[config.mk]
export PLATFORM = sky130hd
export DESIGN_NAME = rob_ptr_ctrl
export DESIGN_NICKNAME = d
export VERILOG_FILES = /design/src/rtl/rob_ptr_ctrl.sv
export SDC_FILE = /design/constraint.sdc
export NUM_CORES = 1
export LEC_CHECK = 0
export ABC_CLOCK_PERIOD_IN_PS = 4800
export CAP_MARGIN = 0
export CORE_MARGIN = 1.5
export CORE_UTILIZATION = 35
export DETAILED_ROUTE_END_ITERATION = 8
export REMOVE_ABC_BUFFERS = 1
export SETUP_SLACK_MARGIN = 0.05
export SYNTH_ARGS = -nofsm -noshare
export SYNTH_HDL_FRONTEND = slang
export SYNTH_SLANG_ARGS = --single-unit
[constraint.sdc]
create_clock -name clk_i -period 4.8 [get_ports clk_i]
set_input_delay 0.72 -clock clk_i [delete_from_list [all_inputs] [get_ports clk_i]]
set_output_delay 0.72 -clock clk_i [all_outputs]
set_load 0.05 [all_outputs]
[src/rtl/rob_ptr_ctrl.sv]
// Reorder-buffer head/tail pointer control with wrap-bit full/empty detection.
// Optional ROB_ROLLBACK_EN: flush rolls tail back to a tag instead of emptying.
module rob_ptr_ctrl #(
  parameter int ROB_SIZE = 32,
  parameter int ALLOC_W  = 2,
  parameter int COMMIT_W = 2,
  localparam int AW = $clog2(ROB_SIZE),
  localparam int CW = AW + 1,
  localparam int NW = $clog2(ALLOC_W + 1),
  localparam int MW = $clog2(COMMIT_W + 1)
) (
  input  logic          clk_i,
  input  logic          reset_i,
  input  logic [NW-1:0] alloc_num_i,
  input  logic [MW-1:0] commit_num_i,
  input  logic          flush_i,
`ifdef ROB_ROLLBACK_EN
  input  logic [AW-1:0] flush_tag_i,
`endif
  output logic [AW-1:0] head_o,
  output logic [AW-1:0] tail_o,
  output logic [CW-1:0] count_o,
  output logic          empty_o,
  output logic          full_o,
  output logic          stall_o,
  output logic          err_o
);

  logic [CW-1:0] head_q, tail_q, head_d, tail_d;
  logic          err_q, err_d;
  logic [CW-1:0] count, free;
  logic [CW-1:0] alloc_ext, commit_ext, applied;
  logic          over;

  assign count      = tail_q - head_q;
  assign free       = CW'(ROB_SIZE) - count;
  assign alloc_ext  = CW'(alloc_num_i);
  assign commit_ext = CW'(commit_num_i);
  assign over       = commit_ext > count;
  assign applied    = over ? count : commit_ext;

  // Only registered occupancy counts; same-cycle commits free nothing.
  assign stall_o = !reset_i && !flush_i && (alloc_ext > free);

`ifdef ROB_ROLLBACK_EN
  logic [AW-1:0] off;
  logic          tag_ok;
  assign off    = flush_tag_i - head_q[AW-1:0];
  assign tag_ok = CW'(off) < count;
`endif

  always_comb begin
    head_d = head_q;
    tail_d = tail_q;
    err_d  = err_q;
    if (flush_i) begin
`ifdef ROB_ROLLBACK_EN
      // Adding from head picks the wrap bit for the survivor count.
      if (tag_ok) tail_d = head_q + CW'(off) + CW'(1);
      else        err_d  = 1'b1;
`else
      tail_d = head_q;
`endif
    end else begin
      if (!stall_o) tail_d = tail_q + alloc_ext;
      head_d = head_q + applied;
      if (over) err_d = 1'b1;
    end
  end

  always_ff @(posedge clk_i) begin
    if (reset_i) begin
      head_q <= '0;
      tail_q <= '0;
      err_q  <= 1'b0;
    end else begin
      head_q <= head_d;
      tail_q <= tail_d;
      err_q  <= err_d;
    end
  end

  assign head_o  = head_q[AW-1:0];
  assign tail_o  = tail_q[AW-1:0];
  assign count_o = count;
  assign empty_o = count == '0;
  assign full_o  = count == CW'(ROB_SIZE);
  assign err_o   = err_q;

endmodule

; ---- Word-level counts from Yosys, hierarchy flattened
; Index checks and enable logic that the tools add are counted.
; Widths: inputs -> output; s select.
[totals]
output_inout_bits = 20
mem_bits_ro = 0
reg_bits = 13
latchBits = 0
input_bits = 7
mem_count = 0
ram_bits = 0
[classes]
shift = 0
eq_ne = 2
muxes = 3
addsub = 4
bitwise = 1
n_div = 0
n_reduce_logical = 6
multipliers = 0
n_lt_le_gt_ge = 2
[ops]
columns = operator, n
row1 = $mux 6, 3
row2 = $gt 2x6->1, 2
row3 = $add 6x2->6, 1
row4 = $add 6x6->6, 1
row5 = $eq 6x6->1 const B, 1
row6 = $logic_not 6->1, 1
row7 = $sub 6x6->6, 1
row8 = $sub 6x6->6 const A, 1
row9 = $logic_and 1x1->1, 2
row10 = $logic_not 1->1, 2
row11 = $ne 2x2->1 const B, 1
row12 = $reduce_and 2->1, 1
row13 = $not 1->1, 1

; ---- Logic depth before layout (Yosys ltp)
; Gate-level depths: netlist of the first run.
[logic_depth]
ltp_word = 6
depth_mapped = 21
mapped_depth_nobuf = 21

; ---- Worst setup path before layout of the first run
; OpenSTA, ideal clock, no wires.
[synth_path]
kind = register to output
start = reg head_q[0]
end = out stall_o
stages_incl_launch_ff = 13
arrival_time_ns = 3.692
n_path_buf = 0
slack_ns = 0.388
required_time_ns = 4.080
cell_sequence = dfxtp_1 > ha_1 > inv_1 > fa_1 > inv_1 > ha_1 > inv_1 > ha_1 > a21oi_1 > a2111oi_4 > and2_1 > a32oi_1 > nor2_1
[synth_between]
elab_chain_len = 4
[synth_rtl]
columns = element, line
row1 = "start, declared", 29  ; logic [CW-1:0] head_q, tail_q, head_d, tail_d;
row2 = "start signal, assigned", 73  ; head_q <= '0;
row3 = "start signal, assigned", 77  ; head_q <= head_d;
row4 = $sub 6x6->6, 35  ; assign count = tail_q - head_q;
row5 = named net count_o[1], 22  ; output logic [CW-1:0] count_o,
row6 = $sub 6x6->6, 36  ; assign free = CW'(ROB_SIZE) - count;
row7 = $gt 2x6->1, 43  ; assign stall_o = !reset_i && !flush_i && (alloc_ext > free);
row8 = $logic_and 1x1->1, 43
row9 = "end, declared", 25  ; output logic stall_o,
; The timed path passes the listed nets, and every way through them passes these cells.

; ---- Worst setup path in the final report of the first run
[layout_path]
start = reg head_q[0]
end = out stall_o
[layout_between]
elab_chain_len = 4
[layout_rtl]
columns = element, line
row1 = $sub 6x6->6, 35
row2 = $sub 6x6->6, 36
row3 = $gt 2x6->1, 43
row4 = $logic_and 1x1->1, 43
; No other way between the ends.

==> results.md, run 1 <==
* Minimum clock period at 4.26 ns
* Clock insertion delay at the later pin of the skew report at between 0.2 and 0.3 ns
* Router iterations before antenna repair at 6
* CP max stage cell: fa_1
* Relative slew slack at 64.7%
* Most common cell in the synthesized netlist: a21oi_1
* Clock share of power at around 12%
* Critical-path cell list: ha_1 -> inv_1 -> fa_1 -> inv_1 -> ha_1 -> inv_1 -> ha_1 -> a21oi_1 -> a2111oi_4 -> and2_1 -> a32oi_1 -> nor2_1 -> buf_4
* CP endpoint kind: output pin
* Post-CTS Hold Buffers at 0
* CTS Sinks at 13
* Req. time, crit path at 4.08 ns
* Worst-Margin Slew at 0.528 ns
* Max VDD drop at 0.000190 V
* DIE HEIGHT at 67.5 um
* Pleak at between 0.7 and 0.8 nW
* Startpoint types: register
* Ant diodes at 0
* Post-CTS setup buffer count at 0
* RSZ-0062 raised after global routing: no
* Logic pwr share at 72.0%
* Placeable core area at 4000 um^2
* Max_cap viols at 0
* Yosys cell types at 41
* Buffers from clock root to sink, at most at 2
* Achievable clock frequency at 235 MHz
* Total grt overflow at 0
* Setup TNS at 0 ns
* DRC Markers at 0
* Synth top area share at 17.9%
* Number of buffers created by CTS at 3
* Critical path class: register to output pin
* Vias in the first global route at 1203
* I/O Pins at 27
* Sw Pwr at 0.000454 W
* Pins over their slew limit at 0
* Final setup fails at 0
* DR vias/cell at between 4 and 5
* Largest delay contributor family on the critical path: adder cells
* Clock transition at path regs at 0.05 ns
* Power density cells at slightly below 500 nW/um^2
* WP buf/inv at 4
* GP Congestion at ~0.79
* Post-synth top cells: a21oi_1, inv_1, nor2_1, ha_1, dfxtp_1
* Starting Density at 36.4%
* Seq pwr share at 16.4%
* Remaining antenna violation count at 0
* First-pass GRT wire length at 5580 um
* Fin cells at 260
* Design Area, Final at roughly 1800 um^2
* DR vias at 1279
* Port-buffer cells at 26
* Syn Std Cell Area at between 1000 and 1500 um^2
* Final Core Density at 43.9%
* Final worst-path cycle share at approximately nine tenths
* Crit path DAT at between 3 and 4 ns
* Root Driver: clkbuf_8
* Die X at ~68 um
* Max stage delay on crit path at 0.51 ns
* All-layer global routing usage at 16.1%
* Uppermost layer routed: met4
* Detail Route met3 WL at approximately 84 um
* DRT iter0 DRCs at 50
* Status: finished, final reports clean
* H-tree level count at 1
* Met1 WL at 1570 um
* WL met2 at 1460 um
* Drt wl/cell at 12.1 um
* HP Class: register to register
* Mapped Cells at 190
* Area contributors post-synth: dfxtp_1, ha_1, a21oi_1, inv_1, buf_4
* Final Skew at 0.00346 ns
* Area delta synth->final at 20.4%
* Sw frac at a little over half
* EDFF count, synth at 0
* WL final at 3140 um
* TritonCTS clock tree: yes
* P_int at 0.000402 W
* Area after DPL at 1710 um^2
* Synthesis Warnings at 0
* Number of synthesized register bits at 13
* Final Hold Viols at 0
* Largest net degree at the start of global routing at 26
* Layout cell share with drive strength beyond 1 at 7.14%
* Initial antenna violation count at 0
* Main flop type after synthesis: dfxtp_1
* Hpwl dp at 2560 um
* Post-CTS sizing at 0
* DP Cell Count at roughly 260
* DIE AREA at 4560 um^2
* Row count at 23
* Layout Nets at between 200 and 250
* Avg Cell Area, Syn at 7.67 um^2
* Synth async-reset ratio at 0%
* Post-synthesis sequential area ratio at 17.9%
* CP max FO at 6
* Top cell type by total area after synthesis: dfxtp_1
## metrics by stage
stage          hold WS, ns  total power [W]  worst slack, ns
3_5_place_dp         0.520         0.000762            0.795
2_1_floorplan        0.565         0.000601         -0.00694
3_3_place_gp         0.517         0.000761            0.903
5_1_grt              0.552         0.000931            0.288
6_report             0.523         0.000857            0.544
4_1_cts              0.529         0.000864            0.530
## state kept, by name (all words and copies together) (netlist names)
signal / cells
head_q: 6
tail_q: 6
err_o: 1
## area by class of cell
class / count / area, um^2
clock buffers: 4 / 45.0
fillers: 414 / 2250
inverters: 23 / 86.3
multi-input cells: 142 / 1030
flip-flops and latches: 13 / 260
well taps: 50 / 62.6
repair buffers: 28 / 273
## path summary, 6_finish.rpt
kind | from | to | slack (ns) | cells after the start
worst max register to register | head_q[0] | head_q[4] | 1.14 | 18
worst max-delay path | head_q[0] | stall_o | 0.54 | 13
worst min register to register | tail_q[0] | tail_q[0] | 0.52 | 2
worst min-delay path | tail_q[0] | tail_q[0] | 0.52 | 2
## layer usage
| metal | global-route usage [%] | vias to the layer above |
|---|---|---|
| met1 | 21.8 | 581 |
| met4 | 4.59 | 0 |
| met5 | 0 | - |
| met3 | 2.00 | 3 |
| li1 | - | 676 |
| met2 | 26.8 | 19 |
## power groups by stage
stage | Combinational [W] | Sequential [W] | Clock, W
after CTS | 0.000621 | 0.000141 | 0.000101
after global routing | 0.000680 | 0.000144 | 0.000107
after floorplan | 0.000420 | 0.000181 | 0
after detailed placement | 0.000619 | 0.000143 | 0
after global placement | 0.000618 | 0.000143 | 0
final | 0.000617 | 0.000141 | 0.0000986
## cell families (layout without fill, tap and decap cells)
logic type / count (synthesis) / in the layout / share of synthesized area (%)
compound gates: 53 / 53 / 24.2
simple gates: 52 / 52 / 17.2
buf+inv: 37 / 55 / 12.1
fa+ha+maj: 20 / 20 / 18.7
flops: 13 / 13 / 17.9
xor+xnor: 12 / 12 / 8.25
mux: 2 / 2 / 1.37
other cells: 1 / 3 / 0.257
## tightest hold or removal path: stages, from the launching register on
cell and delay, ns:
dfxtp_1 0.33, nand3_1 0.08, o31ai_1 0.06
## cells in the final DEF (no fill, tap or decap), types with 2 or more instances in the layout
master / synthesis / layout
conb_1: 1 / 3
mux2i_1: 2 / 2
nand3_1: 5 / 5
o31ai_1: 4 / 4
a211oi_1: 2 / 2
nor2_1: 20 / 20
nand2b_1: 2 / 2
ha_1: 17 / 17
a21o_1: 3 / 3
nand2_1: 10 / 10
and2_1: 2 / 2
a21oi_1: 25 / 25
nor2b_1: 4 / 4
xnor2_1: 5 / 5
o21ai_0: 8 / 8
fa_1: 3 / 3
buf_4: 10 / 3
clkdlybuf4s50_1: 0 / 25
xor2_1: 5 / 5
dfxtp_1: 13 / 13
inv_1: 23 / 23
or3_1: 2 / 2
a21oi_2: 2 / 2
clkbuf_8: 0 / 3
(Power assumes the default switching activity.)
==> inputs of run 2 (changes only) <==
ABC_AREA = 1   (was default)
TNS_END_PERCENT = 100   (was default)
==> run 2 against run 1 <==
Effect of this change:
- non-clock buffer count shrank 1
- first-iteration DRC count grew 40%
- sequential share of layout area shrank 0.35 points
- clock-buffer cell count is the same
- synthesized cell count grew 26%
- hold slack lost 0.063 ns
- critical endpoint unchanged
- largest cell class unchanged
==> results.md, run 2 <==
* Post-synthesis sequential area ratio at 17.4%
* Remaining antenna violation count at 0
* DR vias at 1453
* Layout fillers at 460
* CP endpoint kind: output pin
* Synth async-reset ratio at 0%
* First-pass GRT wire length at ~6000 um
* EDFF count, synth at 0
* Post-CTS Hold Buffers at 0
* GP Congestion at 0.861
* Most common cell in the synthesized netlist: nand2_1
* Avg Cell Area, Syn at ~6.2 um^2
* Power density cells at approximately 470 nW/um^2
* Yosys cell types at 23
* Relative slew slack at 66.3%
* Post-synthesis xor/xnor area fraction at 0%
* Startpoint types: register
* Critical path class: register to output pin
* Top cell type by total area after synthesis: dfxtp_1
* Pins over their slew limit at 0
* Number of buffers created by CTS at 3
* Die X at a little under 70 um
* Synthesis Warnings at 0
* Final Skew at 0.000863 ns
* FF+latch area at 260 um^2
* Worst-Margin Slew at 0.504 ns
* Clock share of power at 11.6%
* DIE AREA at 4670 um^2
* Minimum clock period at 4.44 ns
* Vias in the first global route at 1401
* Largest net degree at the start of global routing at 12
* GR Util met1 at 21.1%
* CTS Sinks at 13
* Post-CTS sizing at 0
* Pleak at 0.871 nW
* Clock transition at path regs at 0.05 ns
* Syn Std Cell Area at 1490 um^2
* Max_cap viols at 0
* Layout cell share with drive strength beyond 1 at 8.40%
* Number of synthesized register bits at 13
* Status: finished, final reports clean
* Post-Synth Adder-Cell Area at 18.3%
* CP max FO at 7
* Area delta synth->final at 20.4%
* Starting Density at 36.8%
* Port-buffer cells at 26
* Final worst-path cycle share at 92.5%
* Simple-Gate Fraction of Synth Area at 38.6%
* Req. time, crit path at 4.08 ns
* Row count at 23
* Crit path DAT at ~3.7 ns
* Compound-cell area share of the yosys netlist at 9.14%
* DR vias/cell at 4.66
* Sw frac at 55.4%
* Mux cell area share after synthesis at 0%
* Hold slack at 0.461 ns
* Fin cells at ~310
* Post-CTS setup buffer count at 0
* Met3 GRT Util at 2.14%
* DIE HEIGHT at between 60 and 70 um
* P_int at 0.000379 W
* All-layer global routing usage at 16.7%
* Seq pwr share at 16.1%
* I/O Pins at 27
* Multi-input gate area at 996 um^2
* Setup TNS at 0 ns
* DP Cell Count at 308
* Final Hold Viols at 0
* Synth top area share at 17.4%
* Design Area, Final at approximately 1800 um^2
* Area after DPL at 1750 um^2
* Hpwl dp at 2900 um
* Max VDD drop at roughly 0.00015 V
* Ant diodes at 0
* Final setup fails at 0
* H-tree level count at 1
* Area contributors post-synth: dfxtp_1, nand2_1, ha_1, inv_1, nor2_1
* RSZ-0062 raised after global routing: no
* GR peak layer: met2
* Sw Pwr at 0.000471 W
* Logic pwr share at 72.4%
* TritonCTS clock tree: yes
* Mapped Cells at 240
* Placeable core area at 4060 um^2
* Post-synth top cells: nand2_1, inv_1, nor2_1, ha_1, nand3_1
* Clock insertion delay at the later pin of the skew report at 0.24 ns
* Router iterations before antenna repair at 4
* Total grt overflow at 0
* WL final at 3380 um
* Layout Nets at 290
* HP Class: register to register
* Achievable clock frequency at 225 MHz
* Initial antenna violation count at 0
* Buffers from clock root to sink, at most at 2
* DRC Markers at 0
* Root Driver: clkbuf_8
* Main flop type after synthesis: dfxtp_1
* DRT iter0 DRCs at 70
* Grt met2 use at roughly 29%
* Most frequent cells in the layout: nand2_1, inv_1, clkdlybuf4s50_1
* Largest family of logic cells by synthesized area: simple AND/OR/NAND/NOR gates
* Drt wl/cell at around 11 um
* Commonest non-fill, non-tap cell in the layout: nand2_1
[run 2: stage by stage]
stage	setup WS (ns)	utilization, %	total power [W]
after global placement	0.689	43.2	0.000754
after detailed placement	0.596	43.2	0.000758
after floorplan	0.634	-	0.000600
final	0.361	44.3	0.000850
after global routing	0.137	44.3	0.000928
after CTS	0.338	44.3	0.000859
[run 2: cell families after synthesis]
group	count (synthesis)
adders and majority gates	20
and+or+nand+nor	125
other	1
AOI/OAI and AO/OA	26
DFF	13
buffers and inverters	55
[run 2: layout make-up]
cell class | count | area share [%]
Tap cell | 50 | 3.48
Sequential cell | 13 | 14.5
Timing Repair Buffer | 27 | 14.9
Multi-Input combinational cell | 174 | 55.4
Inverter | 44 | 9.19
Clock buffer | 4 | 2.51
[run 2: worst paths after layout]
check | from | endpoint | slack (ns) | depth (start not counted)
setup / recovery | head_q[0] | stall_o | 0.36 | 16
hold / removal | err_o | err_o | 0.46 | 2
setup reg to reg | head_q[0] | head_q[4] | 1.22 | 18
hold reg to reg | err_o | err_o | 0.46 | 2
[run 2: metal layers]
layer	vias up	share of wire, %
li1	793	-
met1	634	51
met2	22	45
met3	4	3.0
met4	0	1.1
met5	-	0
[run 2: power groups by stage]
stage | Combinational [W] | Clock (W) | Sequential, W
final | 0.000615 | 0.0000983 | 0.000137
after global routing | 0.000685 | 0.000105 | 0.000139
after CTS | 0.000621 | 0.000101 | 0.000137
after detailed placement | 0.000619 | 0 | 0.000139
after global placement | 0.000616 | 0 | 0.000138
after floorplan | 0.000424 | 0 | 0.000176
[run 2: worst max-delay path, stage by stage, from the launching register on]
cell,delay [ns]
dfxtp_1,0.38
ha_1,0.16
inv_1,0.07
fa_1,0.51
inv_1,0.08
ha_1,0.28
inv_1,0.04
ha_1,0.28
inv_1,0.04
o21bai_1,0.11
nand3_1,0.09
nor2_1,0.09
nand2_1,0.09
nor2_4,0.17
nand2_2,0.09
nor2_4,0.17
clkdlybuf4s50_1,0.83
